$ cat config.mk
export PLATFORM = sky130hd
export DESIGN_NAME = encoder_debounce
export DESIGN_NICKNAME = d
export VERILOG_FILES = /design/src/rtl/encoder_debounce_pkg.sv /design/src/rtl/debounce_channel.sv /design/src/rtl/encoder_debounce.sv
export SDC_FILE = /design/constraint.sdc
export NUM_CORES = 1
export LEC_CHECK = 0
export ABC_AREA = 1
export BUFFER_PORTS_ARGS = -buffer_cell sky130_fd_sc_hd__buf_4
export CAP_MARGIN = 20
export CORE_ASPECT_RATIO = 1.25
export CORE_MARGIN = 2
export CORE_UTILIZATION = 57
export DETAILED_ROUTE_END_ITERATION = 7
export PLACE_DENSITY_LB_ADDON = 0.15
export SLEW_MARGIN = 25
export SYNTH_ARGS = -nofsm -noshare
export SYNTH_HDL_FRONTEND = slang
export SYNTH_SLANG_ARGS = --single-unit
$ cat constraint.sdc
create_clock -name clk -period 2 [get_ports clk]
set_input_delay 0.3 -clock clk [delete_from_list [all_inputs] [get_ports clk]]
set_output_delay 0.3 -clock clk [all_outputs]
set_load 0.01 [all_outputs]
$ cat src/rtl/encoder_debounce_pkg.sv
// Shared constants for the rotary-encoder input path (this conditioner and the decoder).
package encoder_debounce_pkg;

  localparam logic        ENC_IDLE_LEVEL       = 1'b1;
  localparam int unsigned ENC_DEBOUNCE_DEFAULT = 50000;
  localparam int unsigned ENC_SYNC_DEFAULT     = 2;
  localparam int unsigned ENC_CNT_W_DEFAULT    = 16;

endpackage : encoder_debounce_pkg

$ cat src/rtl/debounce_channel.sv
// One encoder contact: multi-flop synchroniser followed by a stability-count debounce filter.
module debounce_channel
  import encoder_debounce_pkg::*;
#(
  parameter int unsigned SYNC_STAGES   = ENC_SYNC_DEFAULT,
  parameter int unsigned STABLE_CYCLES = ENC_DEBOUNCE_DEFAULT,
  parameter int unsigned CNT_W         = ENC_CNT_W_DEFAULT
) (
  input  logic clk,
  input  logic BTN,
  input  logic din,
  output logic dout,
  output logic chg
);

  localparam logic [CNT_W-1:0] CNT_MAX = CNT_W'(STABLE_CYCLES - 1);

  logic [SYNC_STAGES-1:0] sync;
  logic                   s;
  logic [CNT_W-1:0]       cnt;
  logic [CNT_W-1:0]       cnt_nxt;
  logic                   q_nxt;
  logic                   chg_nxt;

  // Synchroniser resets to the idle level so the filter sees no change out of reset.
  always_ff @(posedge clk or posedge BTN) begin
    if (BTN) begin
      sync <= {SYNC_STAGES{ENC_IDLE_LEVEL}};
    end else begin
      sync <= {sync[SYNC_STAGES-2:0], din};
    end
  end

  assign s = sync[SYNC_STAGES-1];

  // A differing level must persist STABLE_CYCLES consecutive cycles; any return clears the count.
  always_comb begin
    cnt_nxt = '0;
    q_nxt   = dout;
    chg_nxt = 1'b0;
    if (s != dout) begin
      if (cnt == CNT_MAX) begin
        q_nxt   = s;
        chg_nxt = 1'b1;
      end else begin
        cnt_nxt = cnt + CNT_W'(1);
      end
    end
  end

  always_ff @(posedge clk or posedge BTN) begin
    if (BTN) begin
      cnt  <= '0;
      dout <= ENC_IDLE_LEVEL;
      chg  <= 1'b0;
    end else begin
      cnt  <= cnt_nxt;
      dout <= q_nxt;
      chg  <= chg_nxt;
    end
  end

endmodule : debounce_channel

$ cat src/rtl/encoder_debounce.sv
// Conditions raw quadrature contacts A/B into clean, clk-synchronous levels plus change strobes.
module encoder_debounce
  import encoder_debounce_pkg::*;
#(
  parameter int unsigned SYNC_STAGES   = ENC_SYNC_DEFAULT,
  parameter int unsigned STABLE_CYCLES = ENC_DEBOUNCE_DEFAULT,
  parameter int unsigned CNT_W         = ENC_CNT_W_DEFAULT
) (
  input  logic clk,
  input  logic BTN,
  input  logic A_raw,
  input  logic B_raw,
  output logic A,
  output logic B,
  output logic A_chg,
  output logic B_chg
);

  // Parameter legality, caught at elaboration.
  if (SYNC_STAGES < 2) begin : g_bad_sync
    $error("encoder_debounce: SYNC_STAGES must be >= 2");
  end
  if (STABLE_CYCLES < 1) begin : g_bad_stable
    $error("encoder_debounce: STABLE_CYCLES must be >= 1");
  end
  if (CNT_W < 1 || CNT_W > 31 || (64'(1) << CNT_W) <= 64'(STABLE_CYCLES)) begin : g_bad_cnt_w
    $error("encoder_debounce: CNT_W too small for STABLE_CYCLES");
  end

  debounce_channel #(
    .SYNC_STAGES  (SYNC_STAGES),
    .STABLE_CYCLES(STABLE_CYCLES),
    .CNT_W        (CNT_W)
  ) u_chan_a (
    .clk (clk),
    .BTN (BTN),
    .din (A_raw),
    .dout(A),
    .chg (A_chg)
  );

  debounce_channel #(
    .SYNC_STAGES  (SYNC_STAGES),
    .STABLE_CYCLES(STABLE_CYCLES),
    .CNT_W        (CNT_W)
  ) u_chan_b (
    .clk (clk),
    .BTN (BTN),
    .din (B_raw),
    .dout(B),
    .chg (B_chg)
  );

endmodule : encoder_debounce

==> summary.md, run 1 <==
| Metric | Value |
|---|---|
| Hold Path Class | in2reg |
| Cell with the most instances after synthesis | nor2_1 |
| Post-synth EDFFs | 0 |
| Slew HR | about two thirds |
| Initial antenna violation count | 0 |
| IO buf count | 7 |
| FF/Latch Area | 1010 um^2 |
| Layout cells sized above 1 | 9.71% |
| Area after DPL | around 2200 um^2 |
| Post-Layout Cell Count | about 320 |
| GRT overflow | 0 |
| Pre-CTS setup slack | just over 0.5 ns |
| WP data required | 2.17 ns |
| Post-CTS Hold Fix Bufs | 0 |
| # resized after CTS | 0 |
| # rows | 24 |
| Pleak | 1.11 nW |
| Die Wd | 57.5 um |
| Final wirelength | 3800 um |
| Synth top area share | 41.7% |
| Total Routing Usage GR | a little over a fifth |
| Post-Synthesis Cells | 261 |
| Worst-skew pair later-pin latency | around 0.29 ns |
| Top_reg_cell synth | dfrtp_1 |
| CP Class | reg2reg |
| Final Skew | 0.00922 ns |
| Cells after DPL | 309 |
| FILL cells | 306 |
| GPL Wtd Cong | ~0.89 |
| Starting Density | 59.1% |
| Area of the multi-input gates | 911 um^2 |
| Post-Syn Nets | 267 |
| Synth area leaders | dfrtp_1 42%, nor2_1 12%, nand2_1 10% |
| Status | finished clean |
| Mapped Area | 2040 um^2 |
| Final setup fails | 0 |
| Crit-path max FO | 7 |
| Setup TNS Final | 0 ns |
| Via density | ~5 |
| Synth Area per Inst | 7.81 um^2 |
| Clock slew at reported path FFs | 0.07 ns |
| ANT cells | 0 |
| Fmax | 674 MHz |
| Io pins | 8 |
| Synth Warn # | 0 |
| List of most frequent post-synthesis cells | 66 x nor2_1, 55 x nand2_1, 34 x dfrtp_1, 32 x inv_1, 28 x nand3_1 |
| CTS Buffer Depth | 2 |
| CTS Sinks | 40 |
| Setup repair after global routing missed its margin | no |
| Layout net count | 283 |
| CP Launch Type | register |
| Max-slew violation count | 0 |
| Core box area | approximately 3500 um^2 |
| Register area share after synthesis | about half |
| Worst-Margin Slew | approximately 0.49 ns |
| WHS | 0.125 ns |
| Area of the die | 4080 um^2 |
| H-tree levels | 2 |
| PD cells | 636 nW/um^2 |
| Largest net degree at the start of global routing | 41 |
| Via count | 1,630 |
| Drt pass-1 iters | 4 |
| DRC | 0 |
| Cell taking the most area after synthesis | dfrtp_1 |
| Final period util | 74.2% |
| Count of state elements after synthesis | 40 |
| Max IR drop VDD | around 0.00048 V |
| Fraction of registers with async set/reset | 100% |
| DR iter-0 viols | 124 |
| Clock Tree Root | clkbuf_8 |
| Critical Path End Type | register |
| Die H | 70.9 um |
| CTS Buf Count | 5 |
| Area Overhead vs Synth | 10.2% |
| Final Hold Viols | 0 |
| Post-DR wirelength/cell | 12.0 um |
| Setup WS post-layout | about 0.52 ns |
| Routed Antenna Nets | 0 |
| CTS tree | yes |
| Vias in the first global route | 1,619 |
| Cell area after layout | 2250 um^2 |
| Fin crit period | between 1 and 1.5 ns |
| Crit path DAT | around 1.7 ns |
| DPL Wire Length | 2870 um |
| Power Total | 1.43 mW |
| Final cell utilization of the core | 65.1% |
| Max-cap violations | 0 |
| Count of different cell masters after synthesis | 19 |
| # Post-CTS Setup Buffers | 0 |
| Global-route wire length before repair | 6760 um |
[state kept, by name, indices dropped and copies added (netlist names)]
name and cells:
u_chan_b.cnt 16, u_chan_a.cnt 16, u_chan_a.dout 1, u_chan_a.chg 1, u_chan_b.dout 1, u_chan_b.sync 2, u_chan_a.sync 2, u_chan_b.chg 1
[cell families (layout without fill, tap and decap cells)]
group / after synthesis / after routing / share of synthesized area [%]
xor+xnor: 14 / 14 / 6.38
fa+ha+maj: 2 / 2 / 1.23
compound gates: 10 / 10 / 2.88
buf+inv: 32 / 49 / 5.89
flops: 40 / 40 / 49.4
simple gates: 163 / 163 / 34.2
[placed cells by master, fill, tap and decap left out]
cell      Yosys  layout
a21o_1        1       1
a21oi_1       3       3
a31oi_1       3       3
buf_4         0       9
clkbuf_8      0       6
clkinv_2      0       2
dfrtp_1      34      34
dfstp_2       6       6
ha_1          2       2
inv_1        32      32
nand2_1      55      55
nand3_1      28      28
nand4_1       7       7
nor2_1       66      66
nor2_4        2       2
nor3_1        4       4
nor3_4        1       1
o21ai_0       2       2
o21bai_1      1       1
xnor2_1       5       5
xor2_1        8       8
xor2_2        1       1
[area by class of cell]
cell class | count | area share [%]
inverters | 32 | 5.34
repair buffers | 9 | 3.01
clock buffers | 6 | 3.67
well taps | 39 | 2.17
flip-flops and latches | 40 | 44.9
clock inverters | 2 | 0.445
multi-input cells | 189 | 40.5
[critical path: stages (launching register included)]
cell     delay [ns]
dfrtp_1        0.37
ha_1           0.20
nand3_1        0.17
nor2_1         0.18
nand2_1        0.17
nand2_1        0.21
nor2_1         0.07
[power breakdown]
group	total, mW	internal, mW	leakage (nW)	switching (mW)
Sequential	0.837	0.826	0.533	0.0106
Combinational	0.0576	0.0198	0.525	0.0378
Clock	0.536	0.275	0.0510	0.261
[path summary, 6_finish.rpt]
path | slack [ns] | end | from | cells after the start
max reg2reg | 0.52 | u_chan_b.cnt[8] | u_chan_b.cnt[0] | 6
max | 0.52 | u_chan_b.cnt[8] | u_chan_b.cnt[0] | 6
min reg2reg | 0.36 | u_chan_a.sync[1] | u_chan_a.sync[0] | 0
max in group asynchronous | 1.50 | u_chan_b.sync[1] | BTN | 3
min | 0.12 | u_chan_b.sync[0] | B_raw | 1
min in group asynchronous | 0.13 | u_chan_a.cnt[11] | BTN | 3
[per-layer routing]
metal | up-vias | routed length, um | track usage (%)
li1 | 851 | - | -
met1 | 760 | 1590 | 24.2
met2 | 11 | 2080 | 39.1
met3 | 8 | 58 | 3.84
met4 | 0 | 72 | 8.53
met5 | - | 0 | 0
(Power assumes the default switching activity.)
==> run 2: changes to the inputs <==
- ABC_AREA: 1 -> 0
- clock period: 2 -> 1.4 ns (I/O delays scaled with it)
==> run 2 against run 1 <==
Against the previous run: die area shrank 8.1%; routed wire length grew 52%; clock power grew 57%; global-route usage grew 7.0 points; first-iteration DRC count shrank 31%; flip-flop and latch count is the same; worst hold slack lost 0.12 ns; highest routed layer unchanged; the flow now finishes with violations (negative setup slack); synthesized cell count shrank 33%; worst setup slack lost 0.94 ns; via count grew 2.0%; combinational power grew to 3.1 times the previous value; cell count shrank 10%.
==> summary.md, run 2 <==
| Metric | Value |
|---|---|
| Status | finished with violations |
| Failing checks | negative setup slack |
| Synth Warn # | 0 (unchanged) |
| Final cell utilization of the core | 90.0% (+25 points) |
| FILL cells | 131 (-57%) |
| Most common cell after layout, fill and taps aside | buf_4 |
| Largest net degree at the start of global routing | 41 (unchanged) |
| Total Routing Usage GR | 28.4% (+7.0 points) |
| Crit path DAT | 2.06 ns (+0.41 ns) |
| CP Launch Type | register |
| Cell taking the most area after synthesis | dfrtp_1 |
| Setup repair after global routing missed its margin | yes |
| Final setup fails | 36 (+36) |
| GPL Wtd Cong | 0.795 (-11%) |
| Die Wd | 55.1 um (-4.1%) |
| Net Switching | 0.567 mW (+83%) |
| IO buf count | 7 (unchanged) |
| Pleak | 1.22 nW (+10%) |
| Initial antenna violation count | 0 (unchanged) |
| Routed Antenna Nets | 0 (unchanged) |
| WP data required | 1.63 ns (-0.54 ns) |
| Fin crit period | 1.83 ns (+0.341 ns) |
| Post-DR wirelength/cell | 20.3 um (+69%) |
| CP Class | reg2reg |
| CTS tree | yes |
| Synth area leaders | dfrtp_1 46%, xnor2_1 11%, dfstp_2 8.5% |
| Count of state elements after synthesis | 40 (unchanged) |
| Via density | 5.84 (+13%) |
| Post-Syn Nets | 182 (-32%) |
| Post-Synthesis Cells | 176 (-33%) |
| Power Total | 2.22 mW (+55%) |
| Layout cells sized above 1 | 52.4% (+43 points) |
| Post-synth EDFFs | 0 (unchanged) |
| CTS Sinks | 40 (unchanged) |
| Max IR drop VDD | 0.00118 V (+150%) |
| Starting Density | 58.9% (-0.20 points) |
| Switching share of power | 25.5% (+3.9 points) |
| ANT cells | 0 (unchanged) |
| Slowest cell on crit path | or4_4 |
| Worst-skew pair later-pin latency | 0.31 ns (+0.02 ns) |
| Setup WS post-layout | -0.425 ns (-0.941 ns) |
| Final period util | 130% (+56 points) |
| Vias in the first global route | 1,608 (-0.68%) |
| WHS | 0.00657 ns (-0.118 ns) |
| DRC | 0 (unchanged) |
| PD cells | 780 nW/um^2 (+23%) |
| Top_reg_cell synth | dfrtp_1 |
| CP Cell Sequence | nor4b_2 -> nand3b_1 -> or4_4 -> mux2_4 |
| Register area share after synthesis | 54.1% (+4.7 points) |
| Cell with the most instances after synthesis | nor2_1 |
| # rows | 23 (-4.2%) |
| Most frequent cells in the layout | 56 x buf_4, 33 x dfrtp_1, 23 x xnor2_1 |
| Clock power share | 37.9% (+0.4 points) |
| Synth top area share | 45.7% (+4.0 points) |
| Critical Path End Type | register |
| CTS Buffer Depth | 2 (unchanged) |
| Worst-Margin Slew | 0.557 ns (+0.0702 ns) |
| Clock Tree Root | clkbuf_8 |
| GRT overflow | 0 (unchanged) |
| Final Hold Viols | 0 (unchanged) |
| H-tree levels | 2 (unchanged) |
| Final wirelength | 5790 um (+52%) |
| Fmax | 548 MHz (-19%) |
| Power share of the combinational group | 7.9% (+3.9 points) |
| DPL Wire Length | 2810 um (-2.3%) |
| Slew HR | 62.8% (-4.7 points) |
| Fraction of registers with async set/reset | 100% (unchanged) |
| Io pins | 8 (unchanged) |
| Layout net count | 253 (-11%) |
| Top Registers | u_chan_a.cnt x16, u_chan_b.cnt x16 |
| Max-cap violations | 0 (unchanged) |
| Synth Area per Inst | 10.6 um^2 (+35%) |
| Global-route wire length before repair | 7350 um (+8.8%) |
| Die H | 67.9 um (-4.2%) |
| DR iter-0 viols | 86 (-31%) |
| CTS Buf Count | 5 (unchanged) |
| Hold Path Class | in2reg |
| Mapped Area | 1860 um^2 (-8.7%) |
| Drt pass-1 iters | 5 (+1) |
| Count of different cell masters after synthesis | 29 (+10) |
| Seq pwr share | 54.2% (-4.3 points) |
| List of most frequent post-synthesis cells | 35 x nor2_1, 34 x dfrtp_1, 24 x xnor2_1, 11 x nand3_1, 11 x nand4_1 |
| Core box area | 3170 um^2 (-8.3%) |
| Via count | 1,663 (+2.0%) |
| Area of the die | 3740 um^2 (-8.1%) |
| Crit-path max FO | 3 (-4) |
| Max-slew violation count | 0 (unchanged) |
| Slowest stage delay, CP | 0.57 ns (+0.20 ns) |
| Clock slew at reported path FFs | 0.09 ns (+0.02 ns) |
| Final Skew | 0.00669 ns (-0.00253 ns) |
| Area Overhead vs Synth | 52.9% |
| Cell-internal power | 1.65 mW (+48%) |
[run 2: final timing paths]
kind                       slack (ns)                to             start  cells after the start
min in group asynchronous        0.53      u_chan_a.chg               BTN                      4
hold reg to reg                  0.37  u_chan_b.sync[1]  u_chan_b.sync[0]                      0
hold / removal                  0.007  u_chan_a.sync[0]             A_raw                      1
setup reg to reg                -0.43     u_chan_b.dout  u_chan_b.cnt[13]                      4
setup / recovery                -0.43     u_chan_b.dout  u_chan_b.cnt[13]                      4
max in group asynchronous        0.61  u_chan_b.sync[1]               BTN                      4
[run 2: timing repair]
item / 4_1_cts / 5_1_grt
pin swaps: 11 / 26
buffers inserted: 9 / 6
hold buffers: 1 / 0
resized for setup: 27 / 40
endpoints found under the hold margin: 34 / 0
setup endpoints to repair: 34 / 35
cloned: 2 / 0
[run 2: metal layers]
layer / wire [um] / vias to the layer above / GRT usage, %
li1: - / 747 / -
met1: 2190 / 853 / 31.2
met2: 3250 / 46 / 50.0
met3: 169 / 17 / 6.55
met4: 186 / 0 / 14.3
met5: 0 / - / 0
[run 2: critical path: cells and delay by family (launching register included)]
family / cells / cell delay (ns)
AND/OR/NAND/NOR: 3 / 1.05
flip-flops: 1 / 0.40
multiplexers: 1 / 0.31
[run 2: logic make-up after synthesis]
family	synth area share, %
AND/OR/NAND/NOR	25.4
flip-flops	54.1
XOR/XNOR	13.6
buffers and inverters	2.08
AO/OA/AOI/OAI	2.01
multiplexers	1.41
adder cells (fa/ha/maj)	1.34
[run 2: power groups by stage]
| stage | sequential, mW | clock, mW | combinational [mW] |
|---|---|---|---|
| 2_1_floorplan | 1.22 | 0 | 0.0640 |
| 3_3_place_gp | 1.22 | 0 | 0.112 |
| 3_5_place_dp | 1.22 | 0 | 0.117 |
| 4_1_cts | 1.20 | 0.804 | 0.149 |
| 5_1_grt | 1.20 | 0.895 | 0.191 |
| 6_report | 1.20 | 0.841 | 0.176 |
[run 2: through the flow]
stage	setup TNS, ns	instances	area [um^2]	worst slack [ns]
final	-8.33	285	2850	-0.425
after floorplan	-3.02	176	1900	-0.347
after global placement	-5.88	259	2320	-0.313
after CTS	-5.36	279	2640	-0.349
after global routing	-10.78	285	2850	-0.492
after detailed placement	-7.07	259	2320	-0.368
[run 2: cell type report]
class,instances,area (um^2),area share (%)
sequential,40,1010,35.5
tap,37,46.3,1.63
inverter,7,26.3,0.923
clock inverter,2,10.0,0.351
timing repair buffer,66,563,19.8
clock buffer,6,82.6,2.90
multi-input combinational,127,1110,39.0
==> run 3: changes to the inputs <==
- HOLD_SLACK_MARGIN: unset -> 0.02
- PLACE_DENSITY: unset -> 0.75
- PLACE_DENSITY_LB_ADDON: 0.15 -> unset
==> run 3 against run 2 <==
Against the previous run: the flow still finishes with violations (negative setup slack); total power decreased by 0.86%; flip-flop and latch count unchanged; die area unchanged.
==> summary.md, run 3 (synthesis results as in run 2) <==
| Metric | Value |
|---|---|
| WP data required | 1.63 ns (about the same) |
| Crit path DAT | 2.04 ns (-0.02 ns) |
| GRT overflow | 0 (unchanged) |
| Setup TNS Final | -7.30 ns (+1.03 ns) |
| Fmax | 554 MHz (+1.1%) |
| Layout net count | 255 (+0.79%) |
| Most common cell after layout, fill and taps aside | buf_4 |
| Die H | 67.9 um (unchanged) |
| Global-route wire length before repair | 7390 um (+0.56%) |
| Io pins | 8 (unchanged) |
| Clock slew at reported path FFs | 0.09 ns (about the same) |
| Starting Density | 58.9% (unchanged) |
| Hold Path Class | reg2reg |
| CTS Buffer Depth | 2 (unchanged) |
| Max-slew violation count | 0 (unchanged) |
| DR iter-0 viols | 106 (+23%) |
| Status | finished with violations |
| Crit-path max FO | 3 (unchanged) |
| Layout cells sized above 1 | 46.8% (-5.6 points) |
| Core box area | 3170 um^2 (unchanged) |
| Area of the die | 3740 um^2 (unchanged) |
| Initial antenna violation count | 0 (unchanged) |
| GPL Wtd Cong | 0.809 (+1.8%) |
| Worst-Margin Slew | 0.427 ns (-0.130 ns) |
| Final setup fails | 33 (-8.3%) |
| Setup WS post-layout | -0.405 ns (+0.0206 ns) |
| Clock Tree Root | clkbuf_8 |
| CP Class | reg2reg |
| Routed Antenna Nets | 0 (unchanged) |
| Max IR drop VDD | 0.00105 V (-11%) |
| Setup repair after global routing missed its margin | yes |
| Area Overhead vs Synth | 51.8% |
| Total Routing Usage GR | 28.1% (-0.32 points) |
| Critical Path End Type | register |
| Top Registers | u_chan_a.cnt x16, u_chan_b.cnt x16 |
| Most frequent cells in the layout | 48 x buf_4, 34 x dfrtp_1, 23 x xnor2_1 |
| Fin crit period | 1.80 ns (-0.0206 ns) |
| # rows | 23 (unchanged) |
| H-tree levels | 2 (unchanged) |
| Vias in the first global route | 1,678 (+4.4%) |
| CTS Buf Count | 5 (unchanged) |
| PD cells | 778 nW/um^2 (-0.21%) |
| Max-cap violations | 0 (unchanged) |
| Final Hold Viols | 0 (unchanged) |
| Failing checks | negative setup slack |
| DRC | 0 (unchanged) |
| CTS Sinks | 40 (unchanged) |
| DPL Wire Length | 2920 um (+3.9%) |
| IO buf count | 7 (unchanged) |
| Pleak | 1.21 nW (-1.4%) |
| Drt pass-1 iters | 4 (-1) |
| Slew HR | 71.3% (+8.4 points) |
| Final Skew | 0.0135 ns (+0.00682 ns) |
| Final period util | 129% (-1.5 points) |
| CP Launch Type | register |
| Post-DR wirelength/cell | 21.9 um (+7.9%) |
| Die Wd | 55.1 um (unchanged) |
| Largest net degree at the start of global routing | 41 (unchanged) |
| ANT cells | 0 (unchanged) |
| Worst-skew pair later-pin latency | 0.31 ns (about the same) |
| Via count | 1,721 (+3.5%) |
| Power Total | 2.20 mW (-0.86%) |
| CTS tree | yes |
| Via density | 6.00 (+2.8%) |
| FILL cells | 114 (-13%) |
| Final wirelength | 6290 um (+8.6%) |
[run 3: worst max-delay path: stages (launching register included)]
cell	delay (ns)
dfrtp_1	0.42
nor4b_2	0.28
nand3b_1	0.17
or4_4	0.57
mux2_4	0.31
[run 3: final timing paths]
check | cells after the start | from | endpoint | slack (ns)
worst max-delay path | 4 | u_chan_b.cnt[12] | u_chan_b.dout | -0.40
worst min-delay path | 0 | u_chan_b.sync[0] | u_chan_b.sync[1] | 0.37
worst max register to register | 4 | u_chan_b.cnt[12] | u_chan_b.dout | -0.40
worst min register to register | 0 | u_chan_b.sync[0] | u_chan_b.sync[1] | 0.37
max in group asynchronous | 4 | BTN | u_chan_b.sync[1] | 0.58
min in group asynchronous | 4 | BTN | u_chan_a.chg | 0.57
[run 3: cell type report]
class | instances | area, um^2 | area share [%]
Multi-Input combinational cell | 127 | 1060 | 37.6
Clock inverter | 1 | 7.51 | 0.265
Sequential cell | 40 | 1010 | 35.6
Inverter | 7 | 26.3 | 0.929
Tap cell | 37 | 46.3 | 1.64
Clock buffer | 7 | 86.3 | 3.05
Timing Repair Buffer | 68 | 591 | 20.9
[run 3: where the power goes]
part	internal (mW)	switching [mW]
Clock	0.401	0.433
Sequential	1.18	0.0190
Combinational	0.0777	0.0903
Total	1.66	0.543
[run 3: through the flow]
stage	std cells	hold slack (ns)	utilization, %	area (um^2)	setup slack, ns
CTS	280	0.358	81.4	2580	-0.390
global route	287	0.369	89.4	2830	-0.463
global placement	261	0.282	73.3	2320	-0.339
floorplan	176	0.214	-	1900	-0.347
finish	287	0.367	89.4	2830	-0.405
detailed placement	261	0.314	73.3	2320	-0.416
[run 3: layer usage]
layer	vias to the layer above	track usage, %	routed length [um]
li1	751	-	-
met5	-	0	0
met4	0	12.2	212
met1	873	29.7	2420
met3	22	6.11	331
met2	75	51.8	3330
[run 3: repair_timing]
| action | CTS | global route |
|---|---|---|
| resized for setup | 15 | 46 |
| hold endpoints to repair | 36 | 0 |
| setup buffers | 6 | 7 |
| hold buffers | 3 | 0 |
| pin swaps | 14 | 18 |
| cloned | 2 | 0 |
| setup endpoints to repair | 34 | 33 |
